===== src/rtl/micro_seq_pkg.sv =====
// Shared constants for the microprogram sequencer: sequencing-field codes,
// control-state numbers, MIPS opcode/funct encodings and parameter defaults.
package micro_seq_pkg;

  localparam int DEF_STATE_W     = 7;
  localparam int DEF_STACK_DEPTH = 2;
  localparam int DEF_FETCH_STATE = 1;

  // Highest state number for a given width; used as the illegal-instruction trap.
  function automatic int max_state(input int width);
    return (2 ** width) - 1;
  endfunction

  localparam int DEF_ILLEGAL_STATE = max_state(DEF_STATE_W);

  localparam logic [2:0] SEQ_INC      = 3'b000;
  localparam logic [2:0] SEQ_DISPATCH = 3'b001;
  localparam logic [2:0] SEQ_JUMP     = 3'b010;
  localparam logic [2:0] SEQ_CJUMP    = 3'b011;
  localparam logic [2:0] SEQ_CALL     = 3'b100;
  localparam logic [2:0] SEQ_RET      = 3'b101;
  localparam logic [2:0] SEQ_FETCH    = 3'b110;

  localparam int ST_ADDU  = 6;
  localparam int ST_STORE = 7;
  localparam int ST_BEQ   = 11;
  localparam int ST_LOAD  = 13;
  localparam int ST_SUBU  = 17;
  localparam int ST_ADDIU = 18;
  localparam int ST_SLTU  = 19;
  localparam int ST_SLTIU = 20;
  localparam int ST_CLO   = 21;
  localparam int ST_CLZ   = 22;
  localparam int ST_AND   = 23;
  localparam int ST_ANDI  = 24;
  localparam int ST_OR    = 25;
  localparam int ST_ORI   = 26;
  localparam int ST_XOR   = 27;
  localparam int ST_XORI  = 28;
  localparam int ST_NOR   = 29;
  localparam int ST_LUI   = 30;
  localparam int ST_SLL   = 31;
  localparam int ST_SRA   = 32;
  localparam int ST_SRL   = 33;
  localparam int ST_MOVN  = 34;
  localparam int ST_MOVZ  = 35;
  localparam int ST_BGEZ  = 37;
  localparam int ST_BGTZ  = 39;
  localparam int ST_BNE   = 41;
  localparam int ST_BLEZ  = 42;
  localparam int ST_JR    = 44;

  localparam logic [5:0] OP_SPECIAL  = 6'h00;
  localparam logic [5:0] OP_REGIMM   = 6'h01;
  localparam logic [5:0] OP_BEQ      = 6'h04;
  localparam logic [5:0] OP_BNE      = 6'h05;
  localparam logic [5:0] OP_BLEZ     = 6'h06;
  localparam logic [5:0] OP_BGTZ     = 6'h07;
  localparam logic [5:0] OP_ADDIU    = 6'h09;
  localparam logic [5:0] OP_SLTIU    = 6'h0B;
  localparam logic [5:0] OP_ANDI     = 6'h0C;
  localparam logic [5:0] OP_ORI      = 6'h0D;
  localparam logic [5:0] OP_XORI     = 6'h0E;
  localparam logic [5:0] OP_LUI      = 6'h0F;
  localparam logic [5:0] OP_SPECIAL2 = 6'h1C;
  localparam logic [5:0] OP_LB       = 6'h20;
  localparam logic [5:0] OP_LH       = 6'h21;
  localparam logic [5:0] OP_LW       = 6'h23;
  localparam logic [5:0] OP_LBU      = 6'h24;
  localparam logic [5:0] OP_LHU      = 6'h25;
  localparam logic [5:0] OP_SB       = 6'h28;
  localparam logic [5:0] OP_SH       = 6'h29;
  localparam logic [5:0] OP_SW       = 6'h2B;

  localparam logic [5:0] FN_SLL  = 6'h00;
  localparam logic [5:0] FN_SRL  = 6'h02;
  localparam logic [5:0] FN_SRA  = 6'h03;
  localparam logic [5:0] FN_JR   = 6'h08;
  localparam logic [5:0] FN_MOVZ = 6'h0A;
  localparam logic [5:0] FN_MOVN = 6'h0B;
  localparam logic [5:0] FN_ADDU = 6'h21;
  localparam logic [5:0] FN_SUBU = 6'h23;
  localparam logic [5:0] FN_AND  = 6'h24;
  localparam logic [5:0] FN_OR   = 6'h25;
  localparam logic [5:0] FN_XOR  = 6'h26;
  localparam logic [5:0] FN_NOR  = 6'h27;
  localparam logic [5:0] FN_SLTU = 6'h2B;
  localparam logic [5:0] FN_CLZ  = 6'h20;
  localparam logic [5:0] FN_CLO  = 6'h21;

  localparam logic [4:0] RT_BGEZ = 5'h01;

endpackage


===== src/rtl/micro_sequencer_if.sv =====
// Control-unit side of the sequencer: microinstruction fields and instruction
// in, current control state and return-stack status out.
interface micro_sequencer_if #(
  parameter int STATE_W     = 7,
  parameter int STACK_DEPTH = 2
) ();
  localparam int LVL_W = $clog2(STACK_DEPTH + 1);

  logic [31:0]        instr;
  logic [2:0]         seq_mode;
  logic [STATE_W-1:0] target;
  logic               cond;
  logic               wait_moc;
  logic               moc;
  logic [STATE_W-1:0] state_o;
  logic               illegal_o;
  logic [LVL_W-1:0]   stk_level_o;
  logic               stk_ovf_o;
  logic               stk_unf_o;

  modport master (
    output instr, seq_mode, target, cond, wait_moc, moc,
    input  state_o, illegal_o, stk_level_o, stk_ovf_o, stk_unf_o
  );

  modport slave (
    input  instr, seq_mode, target, cond, wait_moc, moc,
    output state_o, illegal_o, stk_level_o, stk_ovf_o, stk_unf_o
  );
endinterface


===== src/rtl/micro_sequencer_instr_dispatch.sv =====
// Combinational opcode dispatch: maps an instruction word to the first control
// state of its microroutine, flagging words that match no table entry.
module instr_dispatch
  import micro_seq_pkg::*;
#(
  parameter int STATE_W = DEF_STATE_W
) (
  input  logic [31:0]        instr,
  output logic [STATE_W-1:0] entry,
  output logic               legal
);

  logic [5:0] opcode;
  logic [5:0] funct;
  logic [4:0] rt;
  logic       unused_fields;
  int         entry_num;

  assign opcode        = instr[31:26];
  assign rt            = instr[20:16];
  assign funct         = instr[5:0];
  assign unused_fields = ^{instr[25:21], instr[15:6]};

  // NOTE: every always_comb output gets a default first so no path leaves it
  // unassigned; otherwise synthesis infers a latch.
  always_comb begin
    entry_num = 0;
    legal     = 1'b1;
    case (opcode)
      OP_SPECIAL: begin
        case (funct)
          FN_ADDU: entry_num = ST_ADDU;
          FN_SUBU: entry_num = ST_SUBU;
          FN_SLTU: entry_num = ST_SLTU;
          FN_AND:  entry_num = ST_AND;
          FN_OR:   entry_num = ST_OR;
          FN_XOR:  entry_num = ST_XOR;
          FN_NOR:  entry_num = ST_NOR;
          FN_SLL:  entry_num = ST_SLL;
          FN_SRA:  entry_num = ST_SRA;
          FN_SRL:  entry_num = ST_SRL;
          FN_MOVN: entry_num = ST_MOVN;
          FN_MOVZ: entry_num = ST_MOVZ;
          FN_JR:   entry_num = ST_JR;
          default: legal = 1'b0;
        endcase
      end
      OP_SPECIAL2: begin
        case (funct)
          FN_CLO:  entry_num = ST_CLO;
          FN_CLZ:  entry_num = ST_CLZ;
          default: legal = 1'b0;
        endcase
      end
      // REGIMM shares one opcode across several branches; rt picks BGEZ.
      OP_REGIMM: begin
        if (rt == RT_BGEZ) entry_num = ST_BGEZ;
        else               legal = 1'b0;
      end
      OP_ADDIU: entry_num = ST_ADDIU;
      OP_SLTIU: entry_num = ST_SLTIU;
      OP_ANDI:  entry_num = ST_ANDI;
      OP_ORI:   entry_num = ST_ORI;
      OP_XORI:  entry_num = ST_XORI;
      OP_LUI:   entry_num = ST_LUI;
      OP_BEQ:   entry_num = ST_BEQ;
      OP_BNE:   entry_num = ST_BNE;
      OP_BLEZ:  entry_num = ST_BLEZ;
      OP_BGTZ:  entry_num = ST_BGTZ;
      OP_SB, OP_SH, OP_SW:                  entry_num = ST_STORE;
      OP_LB, OP_LH, OP_LW, OP_LBU, OP_LHU:  entry_num = ST_LOAD;
      default: legal = 1'b0;
    endcase
    entry = STATE_W'(entry_num);
  end

endmodule


===== src/rtl/micro_sequencer.sv =====
// Registered microprogram sequencer: picks the next control-ROM address from
// the sequencing field, with dispatch, call/return stack and memory stall.
module micro_sequencer
  import micro_seq_pkg::*;
#(
  parameter int STATE_W       = DEF_STATE_W,
  parameter int STACK_DEPTH   = DEF_STACK_DEPTH,
  parameter int FETCH_STATE   = DEF_FETCH_STATE,
  parameter int ILLEGAL_STATE = max_state(STATE_W)
) (
  input logic              clk,
  input logic              rst_n,
  micro_sequencer_if.slave bus
);

  localparam int LVL_W = $clog2(STACK_DEPTH + 1);
  localparam int PTR_W = (STACK_DEPTH > 1) ? $clog2(STACK_DEPTH) : 1;

  logic [STATE_W-1:0] state_q, state_d;
  logic [STATE_W-1:0] inc_state;
  logic [STATE_W-1:0] disp_entry;
  logic               disp_legal;
  logic               illegal_q, illegal_d;
  logic               ovf_q, ovf_d;
  logic               unf_q, unf_d;
  logic [LVL_W-1:0]   level_q;
  logic               push, pop;
  logic               stall;
  logic               stk_full, stk_empty;
  logic [PTR_W-1:0]   wr_ptr, rd_ptr;
  logic [STATE_W-1:0] stack_mem [STACK_DEPTH];

  instr_dispatch #(
    .STATE_W(STATE_W)
  ) u_dispatch (
    .instr(bus.instr),
    .entry(disp_entry),
    .legal(disp_legal)
  );

  assign inc_state = state_q + STATE_W'(1);
  assign stall     = bus.wait_moc & ~bus.moc;
  assign stk_full  = (level_q == LVL_W'(STACK_DEPTH));
  assign stk_empty = (level_q == '0);
  assign wr_ptr    = PTR_W'(level_q);
  assign rd_ptr    = PTR_W'(level_q - LVL_W'(1));

  always_comb begin
    state_d   = state_q;
    illegal_d = 1'b0;
    ovf_d     = ovf_q;
    unf_d     = unf_q;
    push      = 1'b0;
    pop       = 1'b0;
    if (!stall) begin
      case (bus.seq_mode)
        SEQ_INC:   state_d = inc_state;
        SEQ_DISPATCH: begin
          state_d   = disp_legal ? disp_entry : STATE_W'(ILLEGAL_STATE);
          illegal_d = ~disp_legal;
        end
        SEQ_JUMP:  state_d = bus.target;
        SEQ_CJUMP: state_d = bus.cond ? bus.target : inc_state;
        // A call into a full stack still jumps; only the return address is lost.
        SEQ_CALL: begin
          state_d = bus.target;
          if (stk_full) ovf_d = 1'b1;
          else          push  = 1'b1;
        end
        SEQ_RET: begin
          if (stk_empty) begin
            unf_d   = 1'b1;
            state_d = STATE_W'(FETCH_STATE);
          end else begin
            pop     = 1'b1;
            state_d = stack_mem[rd_ptr];
          end
        end
        default:   state_d = STATE_W'(FETCH_STATE);
      endcase
    end
  end

  // NOTE: sequential state uses non-blocking assignments so every flop samples
  // the pre-edge values, independent of statement order.
  always_ff @(posedge clk or negedge rst_n) begin
    if (!rst_n) begin
      state_q   <= '0;
      illegal_q <= 1'b0;
      ovf_q     <= 1'b0;
      unf_q     <= 1'b0;
      level_q   <= '0;
    end else begin
      state_q   <= state_d;
      illegal_q <= illegal_d;
      ovf_q     <= ovf_d;
      unf_q     <= unf_d;
      if (push)     level_q <= level_q + LVL_W'(1);
      else if (pop) level_q <= level_q - LVL_W'(1);
    end
  end

  // NOTE: the stack array has no reset; clearing level_q is what empties it,
  // and entries are always written before they can be read back.
  always_ff @(posedge clk) begin
    if (push) stack_mem[wr_ptr] <= inc_state;
  end

  assign bus.state_o     = state_q;
  assign bus.illegal_o   = illegal_q;
  assign bus.stk_level_o = level_q;
  assign bus.stk_ovf_o   = ovf_q;
  assign bus.stk_unf_o   = unf_q;

endmodule


===== src/flat_wrapper.sv =====
// flat-port wrapper written by rule: the top's interface ports become plain ports
module micro_sequencer_flat import micro_seq_pkg::*;
#(
  parameter int STATE_W       = DEF_STATE_W,
  parameter int STACK_DEPTH   = DEF_STACK_DEPTH,
  parameter int FETCH_STATE   = DEF_FETCH_STATE,
  parameter int ILLEGAL_STATE = max_state(STATE_W)
)
  (clk, rst_n, bus_instr, bus_seq_mode, bus_target, bus_cond, bus_wait_moc, bus_moc, bus_state_o, bus_illegal_o, bus_stk_level_o, bus_stk_ovf_o, bus_stk_unf_o);
  micro_sequencer_if #(.STATE_W(STATE_W), .STACK_DEPTH(STACK_DEPTH)) bus_i ();
  input logic clk;
  input logic rst_n;
  input wire logic [$bits(bus_i.instr)-1:0] bus_instr;
  input wire logic [$bits(bus_i.seq_mode)-1:0] bus_seq_mode;
  input wire logic [$bits(bus_i.target)-1:0] bus_target;
  input wire logic [$bits(bus_i.cond)-1:0] bus_cond;
  input wire logic [$bits(bus_i.wait_moc)-1:0] bus_wait_moc;
  input wire logic [$bits(bus_i.moc)-1:0] bus_moc;
  output wire logic [$bits(bus_i.state_o)-1:0] bus_state_o;
  output wire logic [$bits(bus_i.illegal_o)-1:0] bus_illegal_o;
  output wire logic [$bits(bus_i.stk_level_o)-1:0] bus_stk_level_o;
  output wire logic [$bits(bus_i.stk_ovf_o)-1:0] bus_stk_ovf_o;
  output wire logic [$bits(bus_i.stk_unf_o)-1:0] bus_stk_unf_o;
  assign bus_i.instr = bus_instr;
  assign bus_i.seq_mode = bus_seq_mode;
  assign bus_i.target = bus_target;
  assign bus_i.cond = bus_cond;
  assign bus_i.wait_moc = bus_wait_moc;
  assign bus_i.moc = bus_moc;
  assign bus_state_o = bus_i.state_o;
  assign bus_illegal_o = bus_i.illegal_o;
  assign bus_stk_level_o = bus_i.stk_level_o;
  assign bus_stk_ovf_o = bus_i.stk_ovf_o;
  assign bus_stk_unf_o = bus_i.stk_unf_o;
  micro_sequencer #(.STATE_W(STATE_W), .STACK_DEPTH(STACK_DEPTH), .FETCH_STATE(FETCH_STATE), .ILLEGAL_STATE(ILLEGAL_STATE)) u_core (.clk(clk), .rst_n(rst_n), .bus(bus_i));
endmodule

===== config.mk =====
export PLATFORM = sky130hd
export DESIGN_NAME = micro_sequencer_flat
export DESIGN_NICKNAME = d
export VERILOG_FILES = /design/src/rtl/micro_seq_pkg.sv /design/src/rtl/micro_sequencer_if.sv /design/src/rtl/micro_sequencer_instr_dispatch.sv /design/src/rtl/micro_sequencer.sv /design/src/flat_wrapper.sv
export SDC_FILE = /design/constraint.sdc
export NUM_CORES = 1
export LEC_CHECK = 0
export CORE_MARGIN = 2
export CORE_UTILIZATION = 47
export DETAILED_ROUTE_END_ITERATION = 8
export GPL_TIMING_DRIVEN = 0
export PLACE_DENSITY_LB_ADDON = 0.12
export SLEW_MARGIN = 20
export SYNTH_ARGS = -nofsm -noshare
export SYNTH_HDL_FRONTEND = slang
export SYNTH_SLANG_ARGS = --single-unit
export TNS_END_PERCENT = 1

===== constraint.sdc =====
create_clock -name clk -period 2.5 [get_ports clk]
set_clock_uncertainty 0.15 [all_clocks]
set_input_delay 0.375 -clock clk [delete_from_list [all_inputs] [get_ports clk]]
set_output_delay 0.375 -clock clk [all_outputs]
set_load 0.1 [all_outputs]

==> flow_summary.ini, run 1 <==
[critical_path]
critPathBufInv = 1
slowest_delay_ns = 1.16
critPathSlowestCell = clkdlybuf4s50_1
r2r_slack_ns = 0.25
crit_path_start_kind = flip-flop
worst_setup_path_end_kind = output pin
cp_top_family = buffers and inverters
path_cells = clkdlybuf4s50_1
cp.arrival_ns = 1.87
worst_ep_required_time_ns = 1.98
path_max_fanout = 5
crit_type = reg -> out

[floorplanning]
start_util_pct = 48.5
die_h_um = 68.0
die_x_um = 68.0
io_pins = 59
rows = 23
design.die.area_mm2 = 0.00462
core_mm2 = 0.00397

[cts]
clkSlewWorstSetupHoldPaths_ns = 0.09
cts_tree = built
clk_latency_ns = 0.27
postCtsSetupRepairBufs = 0
cts_root_buf = clkbuf_8
clock_sinks = 26
numCtsBuffers = 3
cts_buffer_depth = 2
htree_levels = 1

[place]
io_buffers = 38
routabilityCongestion = 0.820
post-place-cells = 296
place_ws_ns = -0.177
hpwl_um = 3580

[hold_path]
hold_path_class = in -> async

[global_routing]
track_usage_pct = 21.4
grt_pass1_vias = 1603
grt_pass1_wl_um = 7460
grt_max_degree = 15
overflow = 0
antenna_found_initial = 0

[timing]
finalHoldViolCount = 0
hold-worst-slack_ns = 0.326
fin_crit_ns = 2.39
worst_slew_pin_slew_ns = 0.972
setup_viol_count_final = 0
setup_tns_ns = 0
timing.final.ws_setup_ns = 0.109
max_slew_margin_pct = 35.0
period_share_pct = 95.6
max_freq_mhz = 418
rsz0062_at_grt = false
slew_viol_final = 0

[routing]
drt_pass1_iterations = 4
wl_per_cell_um = 15.4
postRouteAntennaNets = 0
avgViaCountPerCell = 5.81
routed_wl_um = 4610
drtIter0Drc = 147
drc = 0
dr_total_vias = 1743

[final_layout]
layout_common_cells = clkdlybuf4s50_1 (37), nand2_1 (15), nor2_1 (14), edfxtp_1 (14)
antennaDiodeCount = 0
layout_commonest_cell = clkdlybuf4s50_1
final_cells = 300
drive_above_1_share_pct = 10.8
syn2layout_area_growth_pct = 26.1
fillers = 370
nNetsFinal = 301

[synthesis]
ys_seq_area_share_pct = 37.5
synthArstFlopShare_pct = 46.2
syn_area_mm2 = 0.00192
ys_ff_latch = 26
synth_edf_count = 14
syn_area_per_cell_um2 = 9.25
synth_fp_nets = 258
synth_cells = 208
synth_cell_type_count = 59
synthFlopType = edfxtp_1
synth_warnings = 0

[pwr]
leakage_nw = 0.917
power_frac_comb_pct = 52.9
p_switching_uw = 801
power.internal_uw = 939
power_density_mw_per_mm2 = 716
seqPwrFrac_pct = 33.4
p_clk_share_pct = 13.7
switching_share_pct = 46.0
ir_worst_vdd_v = 0.000419

[flow_run]
cap_violations = 0

[status]
outcome = completed
==> area by class of cell <==
cell class / count / area [um2] / area share, %
plain buffers: 16 / 100 / 4.12
clock buffers: 3 / 41.3 / 1.70
clock inverters: 1 / 3.75 / 0.155
inverters: 5 / 18.8 / 0.773
multi-input cells: 161 / 1100 / 45.2
flip-flops and latches: 26 / 722 / 29.7
well taps: 50 / 62.6 / 2.58
repair buffers: 38 / 383 / 15.8
==> stage by stage <==
stage,cell area (um2),utilization (%),power (mW)
global route,2430,61.1,1.82
global placement,2370,59.6,1.50
detailed placement,2370,59.6,1.51
CTS,2410,60.8,1.74
finish,2430,61.1,1.74
floorplan,1930,-,1.27
==> cell families (layout without fill, tap and decap cells) <==
family | count (synthesis) | in the layout | synth area share (%)
XOR/XNOR | 9 | 9 | 4.10
AO/OA/AOI/OAI | 65 | 65 | 23.9
buffers and inverters | 21 | 63 | 6.18
AND/OR/NAND/NOR | 76 | 76 | 22.1
multiplexers | 8 | 8 | 4.29
flip-flops | 26 | 26 | 37.5
adder cells (fa/ha/maj) | 3 | 3 | 1.95
==> cells in the mapped netlist (2+ instances only) <==
cell type  count  area [um2]
nor2_1        14        52.6
buf_2          5        25.0
a22oi_1        3        22.5
inv_1          5        18.8
ha_1           3        37.5
clkbuf_1       3        11.3
mux2_2         2        22.5
a22o_1         2        17.5
xnor2_1        8        70.1
nor4bb_1       2        20.0
or3_1          2        12.5
nand2_1       15        56.3
a221o_1        3        30.0
buf_4          5        37.5
a31oi_1        3        18.8
nor2b_1        9        56.3
or4_1          2        15.0
nand2b_1       3        18.8
o21ai_0       11        55.1
a41o_1         3        30.0
dfrtp_1       12         300
edfxtp_1      14         420
nand4_1        2        12.5
o21ai_1        3        15.0
a21boi_0       2        15.0
nor3_1         4        20.0
o211ai_1       4        30.0
a221oi_1       4        35.0
buf_6          2        22.5
mux2i_1        6        60.1
nand3b_1       2        15.0
nor4_1         2        12.5
nand3_1       11        55.1
a21oi_1       12        60.1
==> sequential cells by signal, indices dropped and copies added (netlist names) <==
name and flops:
u_core.bus.stk_ovf_o 1, u_core.stack_mem 14, u_core.bus.state_o 7, u_core.bus.stk_unf_o 1, u_core.bus.stk_level_o 2, u_core.bus.illegal_o 1
==> layer usage <==
layer / wire length (um) / track usage [%]
met1: 1990 / 26.8
met2: 2440 / 39.2
met3: 124 / 1.48
met4: 55 / 6.50
met5: 0 / 0
==> power by group through the flow <==
stage | combinational, mW | sequential [mW] | clock (mW)
after detailed placement | 0.915 | 0.591 | 0
after global placement | 0.910 | 0.589 | 0
after CTS | 0.919 | 0.582 | 0.238
after floorplan | 0.322 | 0.946 | 0
final | 0.921 | 0.581 | 0.238
after global routing | 0.977 | 0.589 | 0.254
==> path summary, 6_finish.rpt <==
check	start	endpoint	cells past startpoint
hold / removal	rst_n	u_core.bus.stk_ovf_o	1
max in group asynchronous	rst_n	u_core.bus.stk_level_o[0]	1
hold reg to reg	u_core.bus.stk_ovf_o	u_core.bus.stk_ovf_o	1
setup / recovery	u_core.bus.state_o[0]	bus_state_o[0]	1
min in group clk	u_core.bus.stk_ovf_o	u_core.bus.stk_ovf_o	1
setup reg to reg	u_core.bus.stk_level_o[0]	u_core.stack_mem[0][5]	5
==> what timing repair did <==
action,4_1_cts,5_1_grt
setup endpoints to repair,0,5
resized for setup,0,3
hold buffers,0,0
(Power assumes the default switching activity.)
==> run 2, diff against run 1 <==
--- a/config.mk
+++ b/config.mk
@@ -5,8 +5,11 @@
 export SDC_FILE = /design/constraint.sdc
 export NUM_CORES = 1
 export LEC_CHECK = 0
+export CAP_MARGIN = 20
+export CELL_PAD_IN_SITES_DETAIL_PLACEMENT = 0
+export CELL_PAD_IN_SITES_GLOBAL_PLACEMENT = 1
 export CORE_MARGIN = 2
-export CORE_UTILIZATION = 47
+export CORE_UTILIZATION = 35
 export DETAILED_ROUTE_END_ITERATION = 8
 export GPL_TIMING_DRIVEN = 0
 export PLACE_DENSITY_LB_ADDON = 0.12
==> run 2 against run 1 <==
Against the previous run:
- first-iteration DRC count down 37%
- non-clock buffer count stayed put
- combinational power fell by 0.8%
- clock power grew 44%
- sequential power about the same
- die area rose by 32%
- flip-flop and latch count is the same
- register-to-register slack about the same
==> flow_summary.ini, run 2 (synthesis results as in run 1) <==
[global_routing]
overflow = 0
antenna_found_initial = 0
grt_max_degree = 16
grt_pass1_vias = 1620
grt_pass1_wl_um = 7820
track_usage_pct = 15.7

[critical_path]
path_cells = clkdlybuf4s50_1
worst_ep_required_time_ns = 1.98
r2r_slack_ns = 0.26
crit_type = reg -> out
path_max_fanout = 5
critPathSlowestCell = clkdlybuf4s50_1
crit_path_start_kind = flip-flop
worst_setup_path_end_kind = output pin
cp_top_family = buffers and inverters
critPathBufInv = 1
cp.arrival_ns = 1.89
slowest_delay_ns = 1.17

[routing]
routed_wl_um = 4700
wl_per_cell_um = 14.7
postRouteAntennaNets = 0
dr_total_vias = 1716
avgViaCountPerCell = 5.36
drt_pass1_iterations = 4
drc = 0
drtIter0Drc = 93

[timing]
rsz0062_at_grt = true
max_slew_margin_pct = 34.6
finalHoldViolCount = 0
slew_viol_final = 0
timing.final.ws_setup_ns = 0.0853
fin_crit_ns = 2.41
period_share_pct = 96.6
max_freq_mhz = 414
worst_slew_pin_slew_ns = 0.979
setup_viol_count_final = 0

[final_layout]
largest_reg_flops = 14
final_cell_area_mm2 = 0.00247
nNetsFinal = 301
drive_above_1_share_pct = 10.8
fillers = 520
antennaDiodeCount = 0
syn2layout_area_growth_pct = 28.4
fin_util_pct = 47.5
register_area_um2 = 722
multi_input_area_mm2 = 0.00109
regMostFlops = u_core.stack_mem
layout_common_cells = clkdlybuf4s50_1 (37), nand2_1 (15), nor2_1 (14), edfxtp_1 (14)
layout_commonest_cell = clkdlybuf4s50_1

[cts]
cts_tree = built
cts_root_buf = clkbuf_8
cts_buffer_depth = 2
clkSlewWorstSetupHoldPaths_ns = 0.09
clk_latency_ns = 0.26
ctsHoldBuffers = 0
clock_sinks = 26
htree_levels = 1
numCtsBuffers = 3

[status]
outcome = completed

[pwr]
power_density_mw_per_mm2 = 744
leakage_nw = 0.928
ir_worst_vdd_v = 0.000544

[floorplanning]
start_util_pct = 37.0
die_x_um = 78.2
rows = 26
core_mm2 = 0.00520
io_pins = 59
die_h_um = 78.2
design.die.area_mm2 = 0.00611

[place]
place_ws_ns = -0.184
routabilityCongestion = 0.774
io_buffers = 38
dpl_cell_area_mm2 = 0.00239
hpwl_um = 3730

[flow_run]
cap_violations = 0

[hold_path]
hold_path_class = reg -> reg
run 2: changes by cell type in the layout (fill, tap and decap cells not counted), sizes merged:
cell,change
bufinv,+1
clkinv,-1
run 2: repair_timing:
action / CTS / global route
setup buffers: 0 / 0
setup endpoints to repair: 0 / 2
gates resized for setup: 0 / 2
run 2: path summary, 6_finish.rpt:
check | start | endpoint | depth (start not counted)
setup / recovery | u_core.bus.state_o[3] | bus_state_o[3] | 1
hold / removal | u_core.bus.stk_unf_o | u_core.bus.stk_unf_o | 1
setup reg to reg | u_core.bus.stk_level_o[0] | u_core.stack_mem[1][1] | 5
hold reg to reg | u_core.bus.stk_unf_o | u_core.bus.stk_unf_o | 1
max in group asynchronous | rst_n | u_core.bus.stk_level_o[0] | 1
min in group asynchronous | rst_n | u_core.bus.stk_ovf_o | 1
run 2: metrics by stage:
step / hold slack [ns] / power (mW) / TNS, ns / std cells
CTS: 0.331 / 1.85 / 0 / 320
floorplan: -0.0706 / 1.27 / -0.00295 / 208
global route: 0.338 / 1.94 / -0.00801 / 320
finish: 0.325 / 1.84 / 0 / 320
global placement: 0.304 / 1.51 / -2.57 / 316
detailed placement: 0.309 / 1.51 / -1.81 / 316
run 2: cell type report:
type	instances	share of cell area (%)
Inverter	5	0.759
Buffer	16	4.05
Tap cell	70	3.54
Sequential cell	26	29.2
Timing Repair Buffer	38	15.5
Clock inverter	1	1.22
Multi-Input combinational cell	161	44.1
Clock buffer	3	1.67
run 2: routing by layer:
layer	vias to the layer above	share of wire [%]	track usage, %
li1	871	-	-
met2	33	49	27.3
met1	806	47	20.2
met5	-	0	0
met3	6	2.7	1.49
met4	0	1.4	5.61
run 2: power breakdown:
group	internal (mW)	total, mW	switching, mW
Combinational	0.295	0.914	0.619
Sequential	0.531	0.582	0.0514
Clock	0.214	0.342	0.128
Total	1.04	1.84	0.799
==> run 3, diff against run 2 <==
--- a/config.mk
+++ b/config.mk
@@ -11,6 +11,7 @@
 export CORE_MARGIN = 2
 export CORE_UTILIZATION = 35
 export DETAILED_ROUTE_END_ITERATION = 8
+export GPL_ROUTABILITY_DRIVEN = 0
 export GPL_TIMING_DRIVEN = 0
 export PLACE_DENSITY_LB_ADDON = 0.12
 export SLEW_MARGIN = 20
==> results of run 3 <==
Final layout, timing and power as in run 2 (identical DEF).
